## src/rtl/skolem_sweep_ctrl.sv

```systemverilog
// skolem_sweep_ctrl
//   Walks every (s,t) pair of a W-bit Skolem-function block for the
//   condition "(x udiv s) signed<= t", captures the returned candidate x,
//   checks it, and keeps pass/fail/vacuous counts plus the first failure.
//
// Optional feature macro: SKOLEM_EXIST_SCAN_EN
//   When defined, a failing candidate triggers an exhaustive scan over x'
//   to tell real failures (some x' works) from vacuous vectors (none does).
//   When undefined, every violation counts as a failure and vac_cnt is 0.
//
// Ports
//   clk, rst          clock and synchronous active-high reset
//   start             one-cycle pulse that begins a sweep (ignored while busy)
//   busy, done        sweep in progress / one-cycle completion pulse
//   sk_s, sk_t        registered operands driven to the Skolem block
//   sk_x              candidate returned by the Skolem block
//   pass_cnt, fail_cnt, vac_cnt   vector statistics (2W+1 bits)
//   ff_valid, ff_s, ff_t, ff_x    first failing vector
//
// state  | meaning
// IDLE   | waiting for start; results of the last sweep held
// ISSUE  | sk_s/sk_t stable, Skolem block evaluating
// WAIT   | extra SK_LAT cycles for a pipelined Skolem block
// CHECK  | sample sk_x and test the constraint
// SCAN   | search x' = 0..2^W-1 for any satisfying value (feature only)
// ADV    | step to the next (s,t) pair, or finish after the last one
// DONE   | one-cycle done pulse
module skolem_sweep_ctrl #(
  parameter int W      = 4,
  parameter int SK_LAT = 0
) (
  input  logic         clk,
  input  logic         rst,
  input  logic         start,
  output logic         busy,
  output logic         done,
  output logic [W-1:0] sk_s,
  output logic [W-1:0] sk_t,
  input  logic [W-1:0] sk_x,
  output logic [2*W:0] pass_cnt,
  output logic [2*W:0] fail_cnt,
  output logic [2*W:0] vac_cnt,
  output logic         ff_valid,
  output logic [W-1:0] ff_s,
  output logic [W-1:0] ff_t,
  output logic [W-1:0] ff_x
);

  localparam int CW = 2*W + 1;
  localparam int LW = (SK_LAT > 2) ? $clog2(SK_LAT) : 1;
  // Latency timer counts down from SK_LAT-1; WAIT lasts SK_LAT cycles.
  localparam logic [LW-1:0] LAT_M1 = (SK_LAT > 0) ? LW'(SK_LAT - 1) : '0;

  typedef enum logic [2:0] {
    ST_IDLE, ST_ISSUE, ST_WAIT, ST_CHECK, ST_ADV, ST_DONE
`ifdef SKOLEM_EXIST_SCAN_EN
    , ST_SCAN
`endif
  } state_t;

  // s == 0 yields all-ones quotient (SMT-LIB udiv semantics).
  function automatic logic holds(input logic [W-1:0] x,
                                 input logic [W-1:0] s,
                                 input logic [W-1:0] t);
    logic [W-1:0] q;
    q = (s == '0) ? '1 : x / s;
    return $signed(q) <= $signed(t);
  endfunction

  state_t         state_q, state_d;
  logic [W-1:0]   sk_s_q, sk_s_d, sk_t_q, sk_t_d;
  logic [LW-1:0]  wait_q, wait_d;
  logic [CW-1:0]  pass_cnt_q, pass_cnt_d, fail_cnt_q, fail_cnt_d;
  logic           ff_valid_q, ff_valid_d;
  logic [W-1:0]   ff_s_q, ff_s_d, ff_t_q, ff_t_d, ff_x_q, ff_x_d;
`ifdef SKOLEM_EXIST_SCAN_EN
  logic [CW-1:0]  vac_cnt_q, vac_cnt_d;
  logic [W-1:0]   xs_q, xs_d;
  logic [W-1:0]   cand_q, cand_d;
`endif

  always_comb begin
    state_d    = state_q;
    sk_s_d     = sk_s_q;
    sk_t_d     = sk_t_q;
    wait_d     = wait_q;
    pass_cnt_d = pass_cnt_q;
    fail_cnt_d = fail_cnt_q;
    ff_valid_d = ff_valid_q;
    ff_s_d     = ff_s_q;
    ff_t_d     = ff_t_q;
    ff_x_d     = ff_x_q;
`ifdef SKOLEM_EXIST_SCAN_EN
    vac_cnt_d  = vac_cnt_q;
    xs_d       = xs_q;
    cand_d     = cand_q;
`endif
    case (state_q)
      ST_IDLE: begin
        if (start) begin
          sk_s_d     = '0;
          sk_t_d     = '0;
          pass_cnt_d = '0;
          fail_cnt_d = '0;
          ff_valid_d = 1'b0;
          ff_s_d     = '0;
          ff_t_d     = '0;
          ff_x_d     = '0;
`ifdef SKOLEM_EXIST_SCAN_EN
          vac_cnt_d  = '0;
`endif
          state_d    = ST_ISSUE;
        end
      end
      ST_ISSUE: begin
        wait_d  = LAT_M1;
        state_d = (SK_LAT > 0) ? ST_WAIT : ST_CHECK;
      end
      ST_WAIT: begin
        if (wait_q == '0) state_d = ST_CHECK;
        else              wait_d  = wait_q - LW'(1);
      end
      ST_CHECK: begin
        if (holds(sk_x, sk_s_q, sk_t_q)) begin
          pass_cnt_d = pass_cnt_q + CW'(1);
          state_d    = ST_ADV;
        end else begin
`ifdef SKOLEM_EXIST_SCAN_EN
          cand_d  = sk_x;
          xs_d    = '0;
          state_d = ST_SCAN;
`else
          fail_cnt_d = fail_cnt_q + CW'(1);
          if (!ff_valid_q) begin
            ff_valid_d = 1'b1;
            ff_s_d     = sk_s_q;
            ff_t_d     = sk_t_q;
            ff_x_d     = sk_x;
          end
          state_d = ST_ADV;
`endif
        end
      end
`ifdef SKOLEM_EXIST_SCAN_EN
      ST_SCAN: begin
        if (holds(xs_q, sk_s_q, sk_t_q)) begin
          // A solution exists, so the Skolem candidate was a real failure.
          fail_cnt_d = fail_cnt_q + CW'(1);
          if (!ff_valid_q) begin
            ff_valid_d = 1'b1;
            ff_s_d     = sk_s_q;
            ff_t_d     = sk_t_q;
            ff_x_d     = cand_q;
          end
          state_d = ST_ADV;
        end else if (xs_q == '1) begin
          vac_cnt_d = vac_cnt_q + CW'(1);
          state_d   = ST_ADV;
        end else begin
          xs_d = xs_q + W'(1);
        end
      end
`endif
      ST_ADV: begin
        sk_t_d = sk_t_q + W'(1);
        if (sk_t_q == '1) sk_s_d = sk_s_q + W'(1);
        state_d = ((sk_s_q == '1) && (sk_t_q == '1)) ? ST_DONE : ST_ISSUE;
      end
      ST_DONE: state_d = ST_IDLE;
      default: state_d = ST_IDLE;
    endcase
  end

  always_ff @(posedge clk) begin
    if (rst) begin
      state_q    <= ST_IDLE;
      sk_s_q     <= '0;
      sk_t_q     <= '0;
      wait_q     <= '0;
      pass_cnt_q <= '0;
      fail_cnt_q <= '0;
      ff_valid_q <= 1'b0;
      ff_s_q     <= '0;
      ff_t_q     <= '0;
      ff_x_q     <= '0;
`ifdef SKOLEM_EXIST_SCAN_EN
      vac_cnt_q  <= '0;
      xs_q       <= '0;
      cand_q     <= '0;
`endif
    end else begin
      state_q    <= state_d;
      sk_s_q     <= sk_s_d;
      sk_t_q     <= sk_t_d;
      wait_q     <= wait_d;
      pass_cnt_q <= pass_cnt_d;
      fail_cnt_q <= fail_cnt_d;
      ff_valid_q <= ff_valid_d;
      ff_s_q     <= ff_s_d;
      ff_t_q     <= ff_t_d;
      ff_x_q     <= ff_x_d;
`ifdef SKOLEM_EXIST_SCAN_EN
      vac_cnt_q  <= vac_cnt_d;
      xs_q       <= xs_d;
      cand_q     <= cand_d;
`endif
    end
  end

  assign busy     = (state_q != ST_IDLE) && (state_q != ST_DONE);
  assign done     = (state_q == ST_DONE);
  assign sk_s     = sk_s_q;
  assign sk_t     = sk_t_q;
  assign pass_cnt = pass_cnt_q;
  assign fail_cnt = fail_cnt_q;
`ifdef SKOLEM_EXIST_SCAN_EN
  assign vac_cnt  = vac_cnt_q;
`else
  assign vac_cnt  = '0;
`endif
  assign ff_valid = ff_valid_q;
  assign ff_s     = ff_s_q;
  assign ff_t     = ff_t_q;
  assign ff_x     = ff_x_q;

endmodule
```

## config.mk

```make
export PLATFORM = sky130hd
export DESIGN_NAME = skolem_sweep_ctrl
export DESIGN_NICKNAME = d
export VERILOG_FILES = /design/src/rtl/skolem_sweep_ctrl.sv
export SDC_FILE = /design/constraint.sdc
export NUM_CORES = 1
export LEC_CHECK = 0
export ABC_AREA = 1
export BUFFER_PORTS_ARGS = -buffer_cell sky130_fd_sc_hd__buf_2
export CAP_MARGIN = 20
export CORE_MARGIN = 1.5
export CORE_UTILIZATION = 50
export DETAILED_ROUTE_END_ITERATION = 8
export HOLD_SLACK_MARGIN = 0.08
export PLACE_DENSITY = 0.85
export SETUP_SLACK_MARGIN = 0.4
export SYNTH_ARGS = -nofsm -noshare
export SYNTH_HDL_FRONTEND = slang
export SYNTH_SLANG_ARGS = --single-unit
```

## constraint.sdc

```tcl
create_clock -name clk -period 6.45 [get_ports clk]
set_input_delay 1.935 -clock clk [delete_from_list [all_inputs] [get_ports clk]]
set_output_delay 1.935 -clock clk [all_outputs]
set_load 0.005 [all_outputs]
```

==> results.sh, run 1 <==
export IMPL_final_nets=487
export IMPL_status="completed"
export IMPL_pin_count=57
export IMPL_crit_family="simple AND/OR/NAND/NOR gates"
export IMPL_syn_area_sq_mm=0.00269
export IMPL_hold_start="pass_cnt[6]$_SDFFE_PP0P_"
export IMPL_antenna_left=0
export IMPL_ys_ff_latch=42
export IMPL_intPower_uw=459
export IMPL_grt_max_degree=26
export IMPL_gp_congestion=0.944
export IMPL_pwr_share_clk=0.258
export IMPL_fill_cells=458
export IMPL_power_leakage_nw=1.57
export IMPL_clock_path_buffers=2
export IMPL_pwr_density_cell_mw_per_mm2=209
export IMPL_cts_sinks=42
export IMPL_final_cell_mix="100 x nand2_1, 53 x inv_1, 46 x buf_2"
export IMPL_arrival_ps=6240
export IMPL_slew_violations=0
export IMPL_finalWirelength_microns=6980
export IMPL_synth_top_cell_by_area="dfxtp_1"
export IMPL_cp_start_kind="primary input"
export IMPL_viasPerCell=5.17
export IMPL_syn_to_final_growth_pct=23.9
export IMPL_port_buffers=47
export IMPL_cts_buffers=5
export IMPL_critPathBufInv=6
export IMPL_crit_path_top_delay_cell="ha_1"
export IMPL_reg2reg_depth=36
export IMPL_setup_ws_ps=444
export IMPL_grt_ovfl_total=0
export IMPL_reg2reg_slack_ps=1440
export IMPL_finalSetupTns_ps=0
export IMPL_fin_skew_ps=14.8
export IMPL_p_seq_frac=0.404
export IMPL_grtUsageTotal=0.225
export IMPL_diodes=0
export IMPL_dr_pass1_iters=4
export IMPL_cts_tree="built"
export IMPL_period_share=0.931
export IMPL_root_buffer="clkbuf_8"
export IMPL_rsz0062_at_grt="false"
export IMPL_vdd_drop_max_mv=0.136
export IMPL_avgSynthCellArea_sq_um=6.67
export IMPL_layout_commonest_cell="nand2_1"
export IMPL_path_depth=36
export IMPL_antenna_found_initial=0
export IMPL_path_max_fanout=7
export IMPL_power_frac_comb=0.338
export IMPL_crit_end="fail_cnt[6]$_SDFFE_PP0P_"
export IMPL_synthTopCellsByArea="dfxtp_1 31%, nand2_1 15%, ha_1 9.3%, inv_1 7.8%, nand3_1 6.7%"
export IMPL_holdWs_ps=492
export IMPL_num_vias=2747
export IMPL_synth_top_area_frac=0.313
export IMPL_swShare=0.341
export IMPL_htreeDepth=2
export IMPL_finalSetupViolations=0
export IMPL_syn_inst=403
export IMPL_hold_path_class="reg -> reg"
export IMPL_dp_hpwl_microns=4770
export IMPL_critPathKind="in -> reg"
export IMPL_fp_dieW_microns=76.3
export IMPL_clk_pin_slew_ps=80
export IMPL_clk_insertion_delay_late_ps=310
export IMPL_yosysWarningCount=0
export IMPL_timing_fmax_mhz=167
export IMPL_r2r_start="sk_s[0]$_SDFFE_PP0P_"
export IMPL_die_h_microns=76.3
export IMPL_grt_pass1_wl_microns=10700
export IMPL_dp_slack_ps=-165
export IMPL_reg2reg_to="fail_cnt[6]$_SDFFE_PP0P_"
export IMPL_cpPeakStageDelay_ps=280
export IMPL_max_slew_margin=0.592
export IMPL_endpoint_kind="flop"
export IMPL_hold_buffers=0
export IMPL_die_area_sq_mm=0.00583
export IMPL_critPathRequiredTime_ps=6680
export IMPL_drive_above_1_share=0.241
export IMPL_routedWlPerCell_microns=13.1
export IMPL_yosysUniqueCellTypes=30
export IMPL_drt_iter0_markers=167
export IMPL_initial_core_util=0.523
export IMPL_finalHoldViolCount=0
export IMPL_tightest_slew_ps=610
export IMPL_grt_pass1_vias=2434
export IMPL_ys_seq_area_frac=0.313
export IMPL_drc=0
export IMPL_min_period_ps=6010
export IMPL_rows=26
export IMPL_drv_cap=0
export IMPL_startpoint="sk_x[3]"
export IMPL_switching_power_uw=238
export IMPL_path_common_cell="nand2_1"
export IMPL_core_area_sq_mm=0.00514
worst min-delay path, stage by stage, from the launching register on:
cell and delay (ps):
dfxtp_1 340, inv_1 60, a21oi_1 50
power groups by stage:
stage / clock network [mW] / registers, mW / logic, mW
after global routing: 0.195 / 0.283 / 0.264
after floorplan: 0 / 0.287 / 0.129
final: 0.180 / 0.282 / 0.235
after global placement: 0 / 0.287 / 0.159
after detailed placement: 0 / 0.288 / 0.165
after CTS: 0.181 / 0.282 / 0.174
how the worst min path moves through the flow:
stage | to | slack [ps] | cells past startpoint
6_report | pass_cnt[6]$_SDFFE_PP0P_ | 490 | 2
5_1_grt | ff_valid$_SDFFE_PP0P_ | 520 | 2
4_1_cts | pass_cnt[6]$_SDFFE_PP0P_ | 490 | 2
3_5_place_dp | pass_cnt[6]$_SDFFE_PP0P_ | 480 | 2
3_3_place_gp | pass_cnt[6]$_SDFFE_PP0P_ | 470 | 2
2_1_floorplan | ff_valid$_SDFFE_PP0P_ | 460 | 2
sequential cells by signal, indices dropped and copies added (netlist names):
register,flops
pass_cnt,9
ff_valid,1
ff_t,4
sk_s,4
fail_cnt,9
ff_s,4
ff_x,4
sk_t,4
state_q,3
final cells by class:
class                           count  area (sq um)  area share
Clock buffer                        6          82.6      0.0248
Clock inverter                      2          12.5     0.00376
Inverter                           58           220      0.0661
Multi-Input combinational cell    291          1710       0.514
Sequential cell                    42           841       0.252
Tap cell                           70          87.6      0.0263
Timing Repair Buffer               62           374       0.112
cell usage after synthesis:
library cell,number
o211a_1,1
inv_1,56
nor2_2,1
a21oi_1,27
nand4_1,12
or2_2,1
nand3_1,36
nand2_4,4
nor2_1,37
nand2_2,2
o21ai_0,15
nand3b_1,3
nor2_4,1
clkbuf_1,4
nor3b_1,2
xor2_1,2
o2111a_1,1
buf_6,3
nor4_1,1
xnor2_1,1
buf_2,3
a211oi_1,1
nor3_1,7
nand2_1,106
conb_1,1
ha_1,20
nor2_8,1
dfxtp_1,42
buf_4,10
inv_2,2
repair_timing:
item	CTS	global route
pin swaps	0	27
endpoints found under the setup margin	31	31
gates cloned	0	1
setup buffers	0	9
resized for setup	9	43
cell families after synthesis:
family | synth area share
adder cells (fa/ha/maj) | 0.0931
AND/OR/NAND/NOR | 0.362
other | 0.00139
XOR/XNOR | 0.00977
buffers and inverters | 0.133
flip-flops | 0.313
AO/OA/AOI/OAI | 0.0889
layer usage:
layer  track usage  part of all wire  wire, microns
met5             0                 0              0
met4        0.0926             0.023            160
met3        0.0395             0.047            326
met2         0.405              0.52           3630
met1         0.260              0.41           2860
through the flow:
step           std cells  total power, mW  cell area (sq um)   util
2_1_floorplan        411            0.416               2720      -
3_3_place_gp         513            0.446               2940  0.573
3_5_place_dp         513            0.453               2940  0.573
4_1_cts              521            0.636               3070  0.596
5_1_grt              531            0.741               3330  0.648
6_report             531            0.697               3330  0.648
(Power assumes the default switching activity.)
==> inputs of run 2 (changes only) <==
- CORE_UTILIZATION: 50 -> 51
- CTS_BUF_LIST: unset -> sky130_fd_sc_hd__clkbuf_4 sky130_fd_sc_hd__clkbuf_8
- PLACE_DENSITY: 0.85 -> 0.86
- clock period: 6.45 -> 5.03 ns (I/O delays scaled with it)
==> run 2 against run 1 <==
Register-to-register slack got worse by 1200 ps. Cell count increased by 1.5%. Non-clock buffer count increased by 5. Critical path depth decreased by 1. Worst setup slack got worse by 950 ps. Sequential share of layout area decreased by 1.5 points. The flow now finishes with violations (setup timing). Final area increased by 6.2%. Largest cell class unchanged. Die area decreased by 1.9%. Clock power increased by 56%. Total power increased by 43%. Flip-flop and latch count unchanged.
==> results.sh, run 2 (synthesis results as in run 1) <==
export IMPL_antenna_found_initial=0
export IMPL_arrival_ps=5700
export IMPL_final_nets=495
export IMPL_crit_path_top_delay_cell="ha_4"
export IMPL_drive_above_1_share=0.299
export IMPL_finalWirelength_microns=7790
export IMPL_grt_ovfl_total=0
export IMPL_cp_start_kind="primary input"
export IMPL_final_cell_mix="85 x nand2_1, 52 x inv_1, 46 x buf_2"
export IMPL_cts_buffers=5
export IMPL_routedWlPerCell_microns=14.4
export IMPL_pin_count=57
export IMPL_wl_met2_microns=3750
export IMPL_setup_ws_ps=-504
export IMPL_fin_skew_ps=4.03
export IMPL_multiInputGateArea_sq_mm=0.00187
export IMPL_path_max_fanout=7
export IMPL_max_slew_margin=0.493
export IMPL_pwr_density_cell_mw_per_mm2=282
export IMPL_placed_cells=521
export IMPL_vdd_drop_max_mv=0.171
export IMPL_status="complete, but fails checks"
export IMPL_grt_pass1_vias=2545
export IMPL_clock_path_buffers=2
export IMPL_finalSetupViolations=31
export IMPL_drv_cap=0
export IMPL_met1_length_microns=3180
export IMPL_clk_pin_slew_ps=80
export IMPL_grtUsageTotal=0.251
export IMPL_gp_congestion=0.830
export IMPL_grt_max_degree=26
export IMPL_hold_path_class="reg -> reg"
export IMPL_core_area_sq_mm=0.00511
export IMPL_finalHoldViolCount=0
export IMPL_port_buffers=47
export IMPL_fill_cells=384
export IMPL_drc=0
export IMPL_stdcell_area_sq_mm=0.00354
export IMPL_die_h_microns=75.6
export IMPL_r2r_start="sk_s[0]$_SDFFE_PP0P_"
export IMPL_timing_fmax_mhz=181
export IMPL_critPathRequiredTime_ps=5200
export IMPL_fin_util=0.692
export IMPL_met3_length_microns=551
export IMPL_fp_dieW_microns=75.6
export IMPL_syn_to_final_growth_pct=31.5
export IMPL_slew_violations=0
export IMPL_cpPeakStageDelay_ps=270
export IMPL_path_common_cell="nand2_2"
export IMPL_violations="setup timing"
export IMPL_rsz0062_at_grt="true"
export IMPL_htreeDepth=2
export IMPL_period_share=1.10
export IMPL_dp_hpwl_microns=4640
export IMPL_cts_tree="built"
export IMPL_clk_insertion_delay_late_ps=300
export IMPL_hold_buffers=0
export IMPL_antenna_left=0
export IMPL_dr_pass1_iters=5
export IMPL_min_period_ps=5530
export IMPL_die_area_sq_mm=0.00572
export IMPL_highest_layer="met4"
export IMPL_critPathKind="in -> reg"
export IMPL_viasPerCell=5.51
export IMPL_layout_commonest_cell="nand2_1"
export IMPL_endpoint_kind="flop"
export IMPL_grt_pass1_wl_microns=11100
export IMPL_hold_start="ff_valid$_SDFFE_PP0P_"
export IMPL_instances_no_fill=539
export IMPL_initial_core_util=0.526
export IMPL_rows=26
export IMPL_num_vias=2968
export IMPL_root_buffer="clkbuf_8"
export IMPL_power_leakage_nw=1.63
export IMPL_startpoint="sk_x[3]"
export IMPL_finalPower_uw=998
export IMPL_cts_sinks=42
export IMPL_tightest_slew_ps=759
export IMPL_diodes=0
export IMPL_placed_area_sq_mm=0.00306
export IMPL_ff_latch_area_sq_um=841
export IMPL_drt_iter0_markers=392
==> run 2: changes by cell type in the layout (fill, tap and decap cells not counted), moves of 4 or more <==
cell / previous run / this run
nand3_2: 6 / 2
buf_4: 12 / 19
nand2_1: 100 / 85
nand2_2: 6 / 21
==> run 2: layer usage <==
| metal | GRT usage | up-vias |
|---|---|---|
| li1 | - | 1411 |
| met1 | 0.314 | 1353 |
| met2 | 0.427 | 163 |
| met3 | 0.0410 | 41 |
| met4 | 0.111 | 0 |
| met5 | 0 | - |
==> run 2: layout make-up <==
| cell class | instances | share of cell area |
|---|---|---|
| inverters | 58 | 0.0623 |
| multi-input cells | 294 | 0.530 |
| clock inverters | 1 | 0.00849 |
| flip-flops and latches | 42 | 0.238 |
| repair buffers | 67 | 0.113 |
| well taps | 70 | 0.0248 |
| clock buffers | 7 | 0.0237 |
==> run 2: critical path, delay by kind of cell <==
family	cells	cell delay (ps)
buffers and inverters	5	260
adders and majority gates	5	1130
AOI/OAI and AO/OA	8	1360
and+or+nand+nor	17	1400
==> run 2: repair_timing <==
item	CTS	global route
gates cloned	3	0
pin swaps	7	16
endpoints found under the setup margin	31	31
buffers inserted	4	3
gates resized for setup	32	30
==> run 2: metrics by stage <==
step	setup slack, ps	setup TNS [ps]	hold WS [ps]
after CTS	-286	-7670	478
after detailed placement	-862	-23220	466
after global placement	-600	-15390	467
after floorplan	-280	-6940	459
after global routing	-682	-18750	502
final	-504	-13270	483
==> run 2: report_power, final <==
| part | switching (mW) | internal [mW] | total [mW] |
|---|---|---|---|
| logic | 0.200 | 0.157 | 0.357 |
| registers | 0.0118 | 0.348 | 0.360 |
| clock network | 0.121 | 0.160 | 0.281 |
| total | 0.333 | 0.665 | 0.998 |
==> run 2: path summary, 6_finish.rpt <==
check,slack (ps),to,cells past startpoint
worst min-delay path,480,ff_valid$_SDFFE_PP0P_,2
worst min register to register,480,ff_valid$_SDFFE_PP0P_,2
worst max register to register,250,ff_s[0]$_SDFFE_PP0P_,35
worst max-delay path,-500,ff_s[0]$_SDFFE_PP0P_,35
==> inputs of run 3 (changes only) <==
--- a/config.mk
+++ b/config.mk
@@ -9,4 +9,5 @@
 export BUFFER_PORTS_ARGS = -buffer_cell sky130_fd_sc_hd__buf_2
 export CAP_MARGIN = 20
+export CORE_ASPECT_RATIO = 0.8
 export CORE_MARGIN = 1.5
 export CORE_UTILIZATION = 51
==> constraint.sdc (replaced) <==
create_clock -name clk -period 5.03 [get_ports clk]
set_input_delay 1.509 -clock clk [delete_from_list [all_inputs] [get_ports clk]]
set_output_delay 1.509 -clock clk [all_outputs]
set_load 0.02 [all_outputs]
==> run 3 against run 2 <==
The flow still finishes with violations (setup timing). Critical path depth did not move. Final area up 2.3%. Non-clock buffer count up 4. Routed wire length is 4.7% higher. Combinational power grew 11%. Clock-buffer cell count did not move. Total power down 0.81%. Worst hold slack improved by 8.9 ps. Via count up 1.1%. Flip-flop and latch count unchanged. Largest power group is now combinational logic. Highest routed layer unchanged.
==> results.sh, run 3 (synthesis results as in run 1) <==
export IMPL_clock_path_buffers=2
export IMPL_timing_fmax_mhz=179
export IMPL_num_vias=3000
export IMPL_critPathRequiredTime_ps=5190
export IMPL_port_buffers=47
export IMPL_crit_path_top_delay_cell="o21ai_4"
export IMPL_cp_start_kind="primary input"
export IMPL_diodes=0
export IMPL_finalPower_uw=990
export IMPL_period_share=1.11
export IMPL_antenna_found_initial=0
export IMPL_final_nets=501
export IMPL_arrival_ps=5740
export IMPL_ff_latch_area_sq_um=841
export IMPL_power_leakage_nw=1.68
export IMPL_worstHoldPathCells=2
export IMPL_path_max_fanout=6
export IMPL_gp_congestion=0.875
export IMPL_finalWirelength_microns=8150
export IMPL_drv_cap=0
export IMPL_grt_pass1_vias=2430
export IMPL_grt_max_degree=26
export IMPL_die_area_sq_mm=0.00572
export IMPL_max_slew_margin=0.518
export IMPL_antenna_left=0
export IMPL_fp_dieW_microns=84.2
export IMPL_rsz0062_at_grt="true"
export IMPL_finalSetupTns_ps=-14680
export IMPL_endpoint_kind="flop"
export IMPL_reg2reg_slack_ps=-60
export IMPL_grtUsageTotal=0.243
export IMPL_drive_above_1_share=0.320
export IMPL_final_cell_mix="83 x nand2_1, 52 x inv_1, 46 x buf_2"
export IMPL_min_period_ps=5590
export IMPL_viasPerCell=5.59
export IMPL_cts_sinks=42
export IMPL_fin_skew_ps=8.24
export IMPL_drt_iter0_markers=270
export IMPL_cts_tree="built"
export IMPL_htreeDepth=2
export IMPL_pwr_density_cell_mw_per_mm2=274
export IMPL_cts_buffers=5
export IMPL_layout_commonest_cell="nand2_1"
export IMPL_initial_core_util=0.534
export IMPL_clk_insertion_delay_late_ps=300
export IMPL_clk_pin_slew_ps=80
export IMPL_reg2reg_depth=35
export IMPL_multiInputGateArea_sq_mm=0.00192
export IMPL_r2r_start="sk_s[0]$_SDFFE_PP0P_"
export IMPL_crit_family="simple AND/OR/NAND/NOR gates"
export IMPL_critPathKind="in -> reg"
export IMPL_finalHoldViolCount=0
export IMPL_status="complete, but fails checks"
export IMPL_fin_util=0.718
export IMPL_reg2reg_to="ff_t[1]$_SDFFE_PP0P_"
export IMPL_grt_pass1_wl_microns=11100
export IMPL_critPathBufInv=5
export IMPL_pin_count=57
export IMPL_hold_buffers=0
export IMPL_core_area_sq_mm=0.00504
export IMPL_die_h_microns=67.9
export IMPL_finalSetupViolations=31
export IMPL_cpPeakStageDelay_ps=280
export IMPL_dp_hpwl_microns=4670
export IMPL_syn_to_final_growth_pct=34.5
export IMPL_hold_path_class="reg -> reg"
export IMPL_grt_ovfl_total=0
export IMPL_slew_violations=0
export IMPL_vdd_drop_max_mv=0.197
export IMPL_fill_cells=338
export IMPL_hold_start="ff_valid$_SDFFE_PP0P_"
export IMPL_root_buffer="clkbuf_8"
export IMPL_setup_ws_ps=-556
export IMPL_dr_pass1_iters=7
export IMPL_rows=23
export IMPL_violations="setup timing"
export IMPL_drc=0
export IMPL_min_to="ff_valid$_SDFFE_PP0P_"
export IMPL_routedWlPerCell_microns=15.2
export IMPL_dp_slack_ps=-761
export IMPL_tightest_slew_ps=722
-- run 3: metal layers --
| metal | track usage | up-vias | share of wire |
|---|---|---|---|
| met4 | 0.0902 | 0 | 0.026 |
| met5 | 0 | - | 0 |
| met1 | 0.314 | 1391 | 0.42 |
| met2 | 0.414 | 158 | 0.47 |
| met3 | 0.0422 | 20 | 0.075 |
| li1 | - | 1431 | - |
-- run 3: worst max path at each step --
| stage | to | depth (start not counted) | slack, ps | from |
|---|---|---|---|---|
| 4_1_cts | ff_s[1]$_SDFFE_PP0P_ | 34 | -300 | sk_x[3] |
| 6_report | ff_t[1]$_SDFFE_PP0P_ | 35 | -560 | sk_x[3] |
| 5_1_grt | ff_t[1]$_SDFFE_PP0P_ | 35 | -740 | sk_x[3] |
| 3_3_place_gp | ff_s[3]$_SDFFE_PP0P_ | 32 | -570 | sk_x[3] |
| 3_5_place_dp | ff_s[1]$_SDFFE_PP0P_ | 32 | -760 | sk_x[3] |
| 2_1_floorplan | ff_s[1]$_SDFFE_PP0P_ | 33 | -280 | sk_x[3] |
-- run 3: worst register-to-register path: cells and delay by family (launching register included) --
kind / cells / cell delay, ps
and+or+nand+nor: 17 / 1470
AOI/OAI and AO/OA: 8 / 1370
adders and majority gates: 5 / 1210
DFF: 1 / 510
buffers and inverters: 5 / 400
-- run 3: timing repair --
item / CTS / global route
setup buffers: 5 / 4
endpoints found under the setup margin: 31 / 31
resized for setup: 27 / 46
pin swaps: 6 / 33
gates cloned: 3 / 3
-- run 3: cell type report --
cell class                 count  area share
sequential                    42       0.233
clock buffer                   7      0.0249
timing repair buffer          71       0.128
inverter                      58      0.0609
multi-input combinational    296       0.531
clock inverter                 1     0.00138
tap                           62      0.0215
-- run 3: where the power goes --
group | total [mW] | switching, mW | leakage [nW] | internal, mW
clock network | 0.233 | 0.117 | 0.0517 | 0.116
registers | 0.361 | 0.0122 | 0.341 | 0.348
logic | 0.396 | 0.236 | 1.28 | 0.161
total | 0.990 | 0.365 | 1.68 | 0.625
-- run 3: per-stage QoR --
| step | cell area [sq um] | instances | hold WS [ps] |
|---|---|---|---|
| after detailed placement | 3060 | 514 | 475 |
| final | 3620 | 537 | 492 |
| after global placement | 3060 | 514 | 474 |
| after CTS | 3340 | 530 | 488 |
| after global routing | 3620 | 537 | 518 |
| after floorplan | 2790 | 411 | 498 |
